[src/rtl/rom_arb_pkg.sv]
// Shared types and defaults for the program-ROM access arbiter.
package rom_arb_pkg;

  localparam int unsigned ADDR_W = 32;
  localparam int unsigned DATA_W = 32;

  localparam logic [ADDR_W-1:0] TEXT_BASE_DEF = 32'h0040_0000;
  localparam int unsigned       ROM_BYTES_DEF = 1024;

  typedef enum logic [1:0] {
    ST_IDLE   = 2'd0,
    ST_ACCESS = 2'd1,
    ST_RESP   = 2'd2
  } state_e;

  typedef enum logic {
    OWN_F = 1'b0,
    OWN_D = 1'b1
  } owner_e;

  // Transaction latched at arbitration time.
  typedef struct packed {
    owner_e            owner;
    logic [ADDR_W-1:0] off;
    logic              err;
  } xact_t;

endpackage

[src/rtl/rom_addr_xlate.sv]
// Virtual address to ROM byte offset translation with alignment/range check.
module rom_addr_xlate
  import rom_arb_pkg::*;
#(
  parameter logic [ADDR_W-1:0] TEXT_BASE = TEXT_BASE_DEF,
  parameter int unsigned       ROM_BYTES = ROM_BYTES_DEF
) (
  input  logic [ADDR_W-1:0] addr,
  output logic [ADDR_W-1:0] off,
  output logic              err
);

  // Addresses below the text segment pass through untranslated.
  always_comb begin
    off = (addr >= TEXT_BASE) ? (addr - TEXT_BASE) : addr;
    err = (addr[1:0] != 2'b00) || (off >= ADDR_W'(ROM_BYTES));
  end

endmodule

[src/rtl/rom_access_arbiter.sv]
// Two-port (fetch/data) arbiter in front of the combinational program ROM.
module rom_access_arbiter
  import rom_arb_pkg::*;
#(
  parameter logic [ADDR_W-1:0] TEXT_BASE      = TEXT_BASE_DEF,
  parameter int unsigned       ROM_BYTES      = ROM_BYTES_DEF,
  parameter int unsigned       FETCH_PRIORITY = 1
) (
  input  logic              clk,
  input  logic              reset,
  input  logic              f_req,
  input  logic [ADDR_W-1:0] f_addr,
  output logic              f_gnt,
  output logic [DATA_W-1:0] f_rdata,
  output logic              f_rvalid,
  output logic              f_err,
  input  logic              d_req,
  input  logic [ADDR_W-1:0] d_addr,
  output logic              d_gnt,
  output logic [DATA_W-1:0] d_rdata,
  output logic              d_rvalid,
  output logic              d_err,
  output logic [ADDR_W-1:0] rom_addr,
  input  logic [DATA_W-1:0] rom_q
);

  state_e            state_q, state_d;
  xact_t             xact_q, xact_d;
  owner_e            last_owner_q, last_owner_d;
  logic              f_gnt_q, f_gnt_d, d_gnt_q, d_gnt_d;
  logic              f_rvalid_q, f_rvalid_d, d_rvalid_q, d_rvalid_d;
  logic              f_err_q, f_err_d, d_err_q, d_err_d;
  logic [DATA_W-1:0] f_rdata_q, f_rdata_d, d_rdata_q, d_rdata_d;
  logic [ADDR_W-1:0] rom_addr_q, rom_addr_d;

  logic              arb_f;
  logic [ADDR_W-1:0] arb_addr;
  logic [ADDR_W-1:0] x_off;
  logic              x_err;
  logic [DATA_W-1:0] acc_data;

  // Winner select: F wins unless D is alone, or round-robin says it is D's turn.
  always_comb begin
    arb_f    = f_req && (!d_req || (FETCH_PRIORITY != 0) || (last_owner_q == OWN_D));
    arb_addr = arb_f ? f_addr : d_addr;
  end

  rom_addr_xlate #(
    .TEXT_BASE (TEXT_BASE),
    .ROM_BYTES (ROM_BYTES)
  ) u_xlate (
    .addr (arb_addr),
    .off  (x_off),
    .err  (x_err)
  );

  // Errored accesses read back as a NOP word.
  always_comb begin
    acc_data = xact_q.err ? '0 : rom_q;
  end

  // Next-state and registered-output logic.
  always_comb begin
    state_d      = state_q;
    xact_d       = xact_q;
    last_owner_d = last_owner_q;
    f_gnt_d      = 1'b0;
    d_gnt_d      = 1'b0;
    f_rvalid_d   = 1'b0;
    d_rvalid_d   = 1'b0;
    f_err_d      = 1'b0;
    d_err_d      = 1'b0;
    f_rdata_d    = f_rdata_q;
    d_rdata_d    = d_rdata_q;
    rom_addr_d   = '0;

    case (state_q)
      ST_IDLE, ST_RESP: begin
        if (f_req || d_req) begin
          state_d      = ST_ACCESS;
          xact_d.owner = arb_f ? OWN_F : OWN_D;
          xact_d.off   = x_off;
          xact_d.err   = x_err;
          f_gnt_d      = arb_f;
          d_gnt_d      = !arb_f;
          rom_addr_d   = x_err ? '0 : x_off;
        end else begin
          state_d = ST_IDLE;
        end
      end
      ST_ACCESS: begin
        state_d      = ST_RESP;
        last_owner_d = xact_q.owner;
        if (xact_q.owner == OWN_F) begin
          f_rdata_d  = acc_data;
          f_rvalid_d = 1'b1;
          f_err_d    = xact_q.err;
        end else begin
          d_rdata_d  = acc_data;
          d_rvalid_d = 1'b1;
          d_err_d    = xact_q.err;
        end
      end
      default: begin
        state_d = ST_IDLE;
      end
    endcase
  end

  // State and output registers; reset drops any in-flight access.
  always_ff @(posedge clk or negedge reset) begin
    if (!reset) begin
      state_q      <= ST_IDLE;
      xact_q       <= '0;
      last_owner_q <= OWN_D;
      f_gnt_q      <= 1'b0;
      d_gnt_q      <= 1'b0;
      f_rvalid_q   <= 1'b0;
      d_rvalid_q   <= 1'b0;
      f_err_q      <= 1'b0;
      d_err_q      <= 1'b0;
      f_rdata_q    <= '0;
      d_rdata_q    <= '0;
      rom_addr_q   <= '0;
    end else begin
      state_q      <= state_d;
      xact_q       <= xact_d;
      last_owner_q <= last_owner_d;
      f_gnt_q      <= f_gnt_d;
      d_gnt_q      <= d_gnt_d;
      f_rvalid_q   <= f_rvalid_d;
      d_rvalid_q   <= d_rvalid_d;
      f_err_q      <= f_err_d;
      d_err_q      <= d_err_d;
      f_rdata_q    <= f_rdata_d;
      d_rdata_q    <= d_rdata_d;
      rom_addr_q   <= rom_addr_d;
    end
  end

  assign f_gnt    = f_gnt_q;
  assign d_gnt    = d_gnt_q;
  assign f_rvalid = f_rvalid_q;
  assign d_rvalid = d_rvalid_q;
  assign f_err    = f_err_q;
  assign d_err    = d_err_q;
  assign f_rdata  = f_rdata_q;
  assign d_rdata  = d_rdata_q;
  assign rom_addr = rom_addr_q;

endmodule
[config.mk]
export PLATFORM = sky130hd
export DESIGN_NAME = rom_access_arbiter
export DESIGN_NICKNAME = d
export VERILOG_FILES = /design/src/rtl/rom_arb_pkg.sv /design/src/rtl/rom_addr_xlate.sv /design/src/rtl/rom_access_arbiter.sv
export SDC_FILE = /design/constraint.sdc
export NUM_CORES = 1
export LEC_CHECK = 0
export BUFFER_PORTS_ARGS = -buffer_cell sky130_fd_sc_hd__buf_2
export CORE_AREA = 3 3 100 102
export DETAILED_ROUTE_END_ITERATION = 6
export DIE_AREA = 0 0 103 105
export PLACE_DENSITY = 0.85
export SLEW_MARGIN = 20
export SYNTH_ARGS = -nofsm -noshare
export SYNTH_HDL_FRONTEND = slang
export SYNTH_SLANG_ARGS = --single-unit
[constraint.sdc]
create_clock -name clk -period 1.7 [get_ports clk]
set_input_delay 0.34 -clock clk [delete_from_list [all_inputs] [get_ports clk]]
set_output_delay 0.34 -clock clk [all_outputs]
set_load 0.02 [all_outputs]
==> results.md <==
- Across the run, the number of max-cap violations was 0.
- The initial antenna violation count was 1.
- The first global-routing pass estimated 17,400 um of wire.
- The signal on the critical path passes through buf_8, buf_6, mux2i_4, ha_4, or4b_4, nor4_4, a21o_4, a31oi_4, or3b_1, o221a_1.
- The kind of end point of the critical path is a flip-flop.
- Among all stages on the critical path, the largest delay is contributed by or4b_4.
- The peak clock frequency supported by timing is 426 MHz.
- The startpoint identified for the worst register-to-register timing path is state_q[0].
- Data on the critical path is required at its endpoint by 1.94 ns.
- By area the synthesized netlist is led by dfrtp_1, nand2_1, o21ai_0.
- The detailed router's first-iteration violation count is 136.
- The half-perimeter wire length of the detailed placement result is 8280 um.
- Along the worst path, the maximum fanout reaches 5.
- The number of failing hold endpoints at the final stage is 0.
- For this run, the number of Yosys warnings is 0.
- The flip-flop and latch count after synthesis is 106.
- Counting flops with an async set or reset pin after synthesis yields a share of 100%.
- The post-placement worst setup slack is -1.16 ns.
- Among all cell types in the netlist, the one instantiated most often is dfrtp_1.
- Setup violations remaining at the end of the flow were counted as 9.
- The clock tree buffer depth is 2.
- The CTS buffer count is 9.
- The final estimated routing congestion in global placement is 0.777.
- The clock tree from TritonCTS is done.
- The smallest clock period supported by the final layout is computed as 2.35 ns.
- The initial utilization of the core area, before any placement, comes to 45.3%.
- In this run the vertical extent of the chip is 105 um.
- The final reports fail on negative setup slack.
- After detailed routing, the number of vias per cell comes to 5.00.
- The class of the tightest hold or removal check is in -> reg.
- The clock arrives with 0.0128 ns of skew.
- The total overflow left after global routing is 0.
- The final number of max-transition violations came to 0.
- The average instance in the mapped netlist occupies 10.8 um^2.
- Global routing used 20.2% of the available tracks.
- By count the netlist is led by dfrtp_1, nand2_1, o21ai_0, clkbuf_1, nor4_1.
- The met2 layer usage reported by global route is 36.3%.
- The clock reaches the later pin of the worst-skew pair after 0.36 ns.
- For the final routed database, the setup TNS stands at -5.68 ns.
- Pin placement for this block handled 202 I/O pins.
- The longest individual stage delay on the worst path is 0.46 ns.
- The most used flip-flop cell after synthesis is dfrtp_1.
- Port buffering added 201 buffers.
- The routing layer with the top usage in global route is met2.
- Setup repair after global routing could not meet its margin everywhere.
- In this run the critical register-to-register path is captured at xact_q[0].
- The arrival time of the worst setup path is 2.59 ns.
- The placed cell count is 726.
- For the worst flop-to-flop path, the logic depth is 4.
- The register-to-register setup slack is 0.22 ns.
- The total power density per cell area is 794 mW/mm^2.
- The flow ran to the end, but the final reports show violations.
- The share of synthesized area occupied by flip-flops and latches is 63.6%.
- After the last flow step, the layout net total stands at 733.
- The met3 usage is 5.27%.
- The die width is 103 um.
- The startpoint of the most critical hold path is rom_q[16].
- Counting flops with a built-in enable in the synthesized netlist gives 0.
- The post-detailed-routing wire length is 10,800 um.
- Cells with a size suffix above 1 make up 41.8% of the layout.
- 0 antenna diodes ended up in the layout.
- The core region is 0.00920 mm^2.
- The cell depth of the worst hold path is 3.
- The number of global-route vias before repair is 3,841.
- The cell sitting at the root of the clock tree is a clkbuf_8.
- The worst setup path is of the in -> reg kind.
- The total vias in the final route is 3,737.
- The top cell type's share of synthesized area is 63.6%.
- The synthesized design spends more area on one cell type than any other, namely dfrtp_1.
- The worst-case hold path end point is f_rdata[16].
- The total die area is 0.0108 mm^2.
- In the post-route analysis, the smallest setup slack over all paths is -0.646 ns.
- The post-synthesis cell area is 0.00417 mm^2.
- The growth of design area from synthesis to finish is 39.9%.
- The clock net sink count is 106.
- The post-synthesis cell type count is 48.
- The first detailed-routing pass ran for 4 iterations.
- The completed layout was analyzed and its total power is 4.63 mW.
- The largest net degree at the start of global routing is 73.
- The number of instances in the synthesized netlist is 387.
- The leakage power of the design is 3.02 nW.
- The number of remaining DRC errors is 0.
- The placement row count is 35.
- For this run, global-route usage on met1 was measured as 22.1%.
- The kind of launch point of the worst setup path is a primary input.
- The post-route fraction of the period consumed by the critical path is 138%.
- The mean routed wirelength per cell is 14.5 um.
- The H-tree generated during clock tree synthesis spans 3 levels.
- In this run the remaining antenna-violating nets after routing total 0.
- The clock transition at the registers of the reported paths is 0.11 ns.
- The worst IR drop on VDD is 0.337 mV.
- Excluding fillers, the count of instances in the completed layout stands at 747.
## worst max-delay path, delay by kind of cell
kind | cells | cell delay (ns)
adder cells (fa/ha/maj) | 1 | 0.16
buffers and inverters | 2 | 0.17
multiplexers | 1 | 0.26
AND/OR/NAND/NOR | 3 | 1.12
AO/OA/AOI/OAI | 3 | 0.52
## cells in the final DEF, fill, tap and decap left out, types with 6 or more instances in the layout
cell type / instances
buf_2: 199
conb_1: 24
nand2_1: 99
a211oi_1: 6
mux2i_1: 10
nor2_1: 11
dfrtp_1: 106
clkbuf_8: 9
nor4_1: 12
o21ai_0: 66
buf_4: 26
## worst max path at each step
stage | start | end | slack, ns | cells after the start
3_5_place_dp | f_req | xact_q[0] | -1.16 | 10
4_1_cts | f_req | xact_q[0] | -0.63 | 10
3_3_place_gp | f_req | xact_q[0] | -1.02 | 10
6_report | f_req | xact_q[0] | -0.65 | 10
5_1_grt | f_req | rom_addr[9] | -0.73 | 11
2_1_floorplan | f_req | xact_q[0] | -1.13 | 11
## logic make-up (layout without fill, tap and decap cells)
family	Yosys count	in the layout	share of synthesized area, %
AOI/OAI and AO/OA	93	93	13.9
muxes	12	12	2.91
xor gates and xnor gates	1	1	0.210
adders and majority gates	2	2	0.600
DFF	106	106	63.6
buffers and inverters	26	252	2.64
other	1	24	0.0899
and+or+nand+nor	146	146	16.1
## registers in the layout, indices dropped and copies added, names as in the netlist
| name | cells |
|---|---|
| f_err | 1 |
| xact_q | 2 |
| d_gnt | 1 |
| f_gnt | 1 |
| f_rdata | 32 |
| d_err | 1 |
| state_q | 2 |
| rom_addr | 32 |
| d_rvalid | 1 |
| d_rdata | 32 |
| f_rvalid | 1 |
## metrics by stage
stage / cell area (um^2) / hold slack (ns) / util [%]
global route: 5830 / 0.218 / 63.4
floorplan: 4310 / 0.0444 / -
CTS: 5810 / 0.208 / 63.2
global placement: 5560 / 0.371 / 60.4
finish: 5830 / 0.231 / 63.4
detailed placement: 5560 / 0.387 / 60.4
## layer usage
metal / share of wire, % / vias up
met5: 0.12 / -
met4: 2.6 / 2
met3: 7.8 / 26
met2: 52 / 181
met1: 38 / 1737
li1: - / 1791
## what timing repair did
action / in CTS / in global routing
gates cloned: 0 / 0
hold buffers: 1 / 0
gates resized for setup: 11 / 2
setup endpoints to repair: 9 / 9
pin swaps: 7 / 4
endpoints found under the hold margin: 42 / 0
buffers inserted: 3 / 1
## power breakdown
| part | internal [mW] | leakage (nW) | switching [mW] |
|---|---|---|---|
| clock | 0.552 | 0.0888 | 0.856 |
| sequential | 2.58 | 1.41 | 0.0236 |
| combinational | 0.240 | 1.52 | 0.381 |
## final cells by class
| class | instances | area (um^2) |
|---|---|---|
| Tap cell | 111 | 139 |
| Inverter | 5 | 18.8 |
| Sequential cell | 106 | 2650 |
| Fill cell | 760 | 3360 |
| Clock inverter | 6 | 50.0 |
| Timing Repair Buffer | 231 | 1290 |
| Clock buffer | 10 | 128 |
| Multi-Input combinational cell | 278 | 1560 |
No activity file was read; power rests on OpenSTA's default activity.
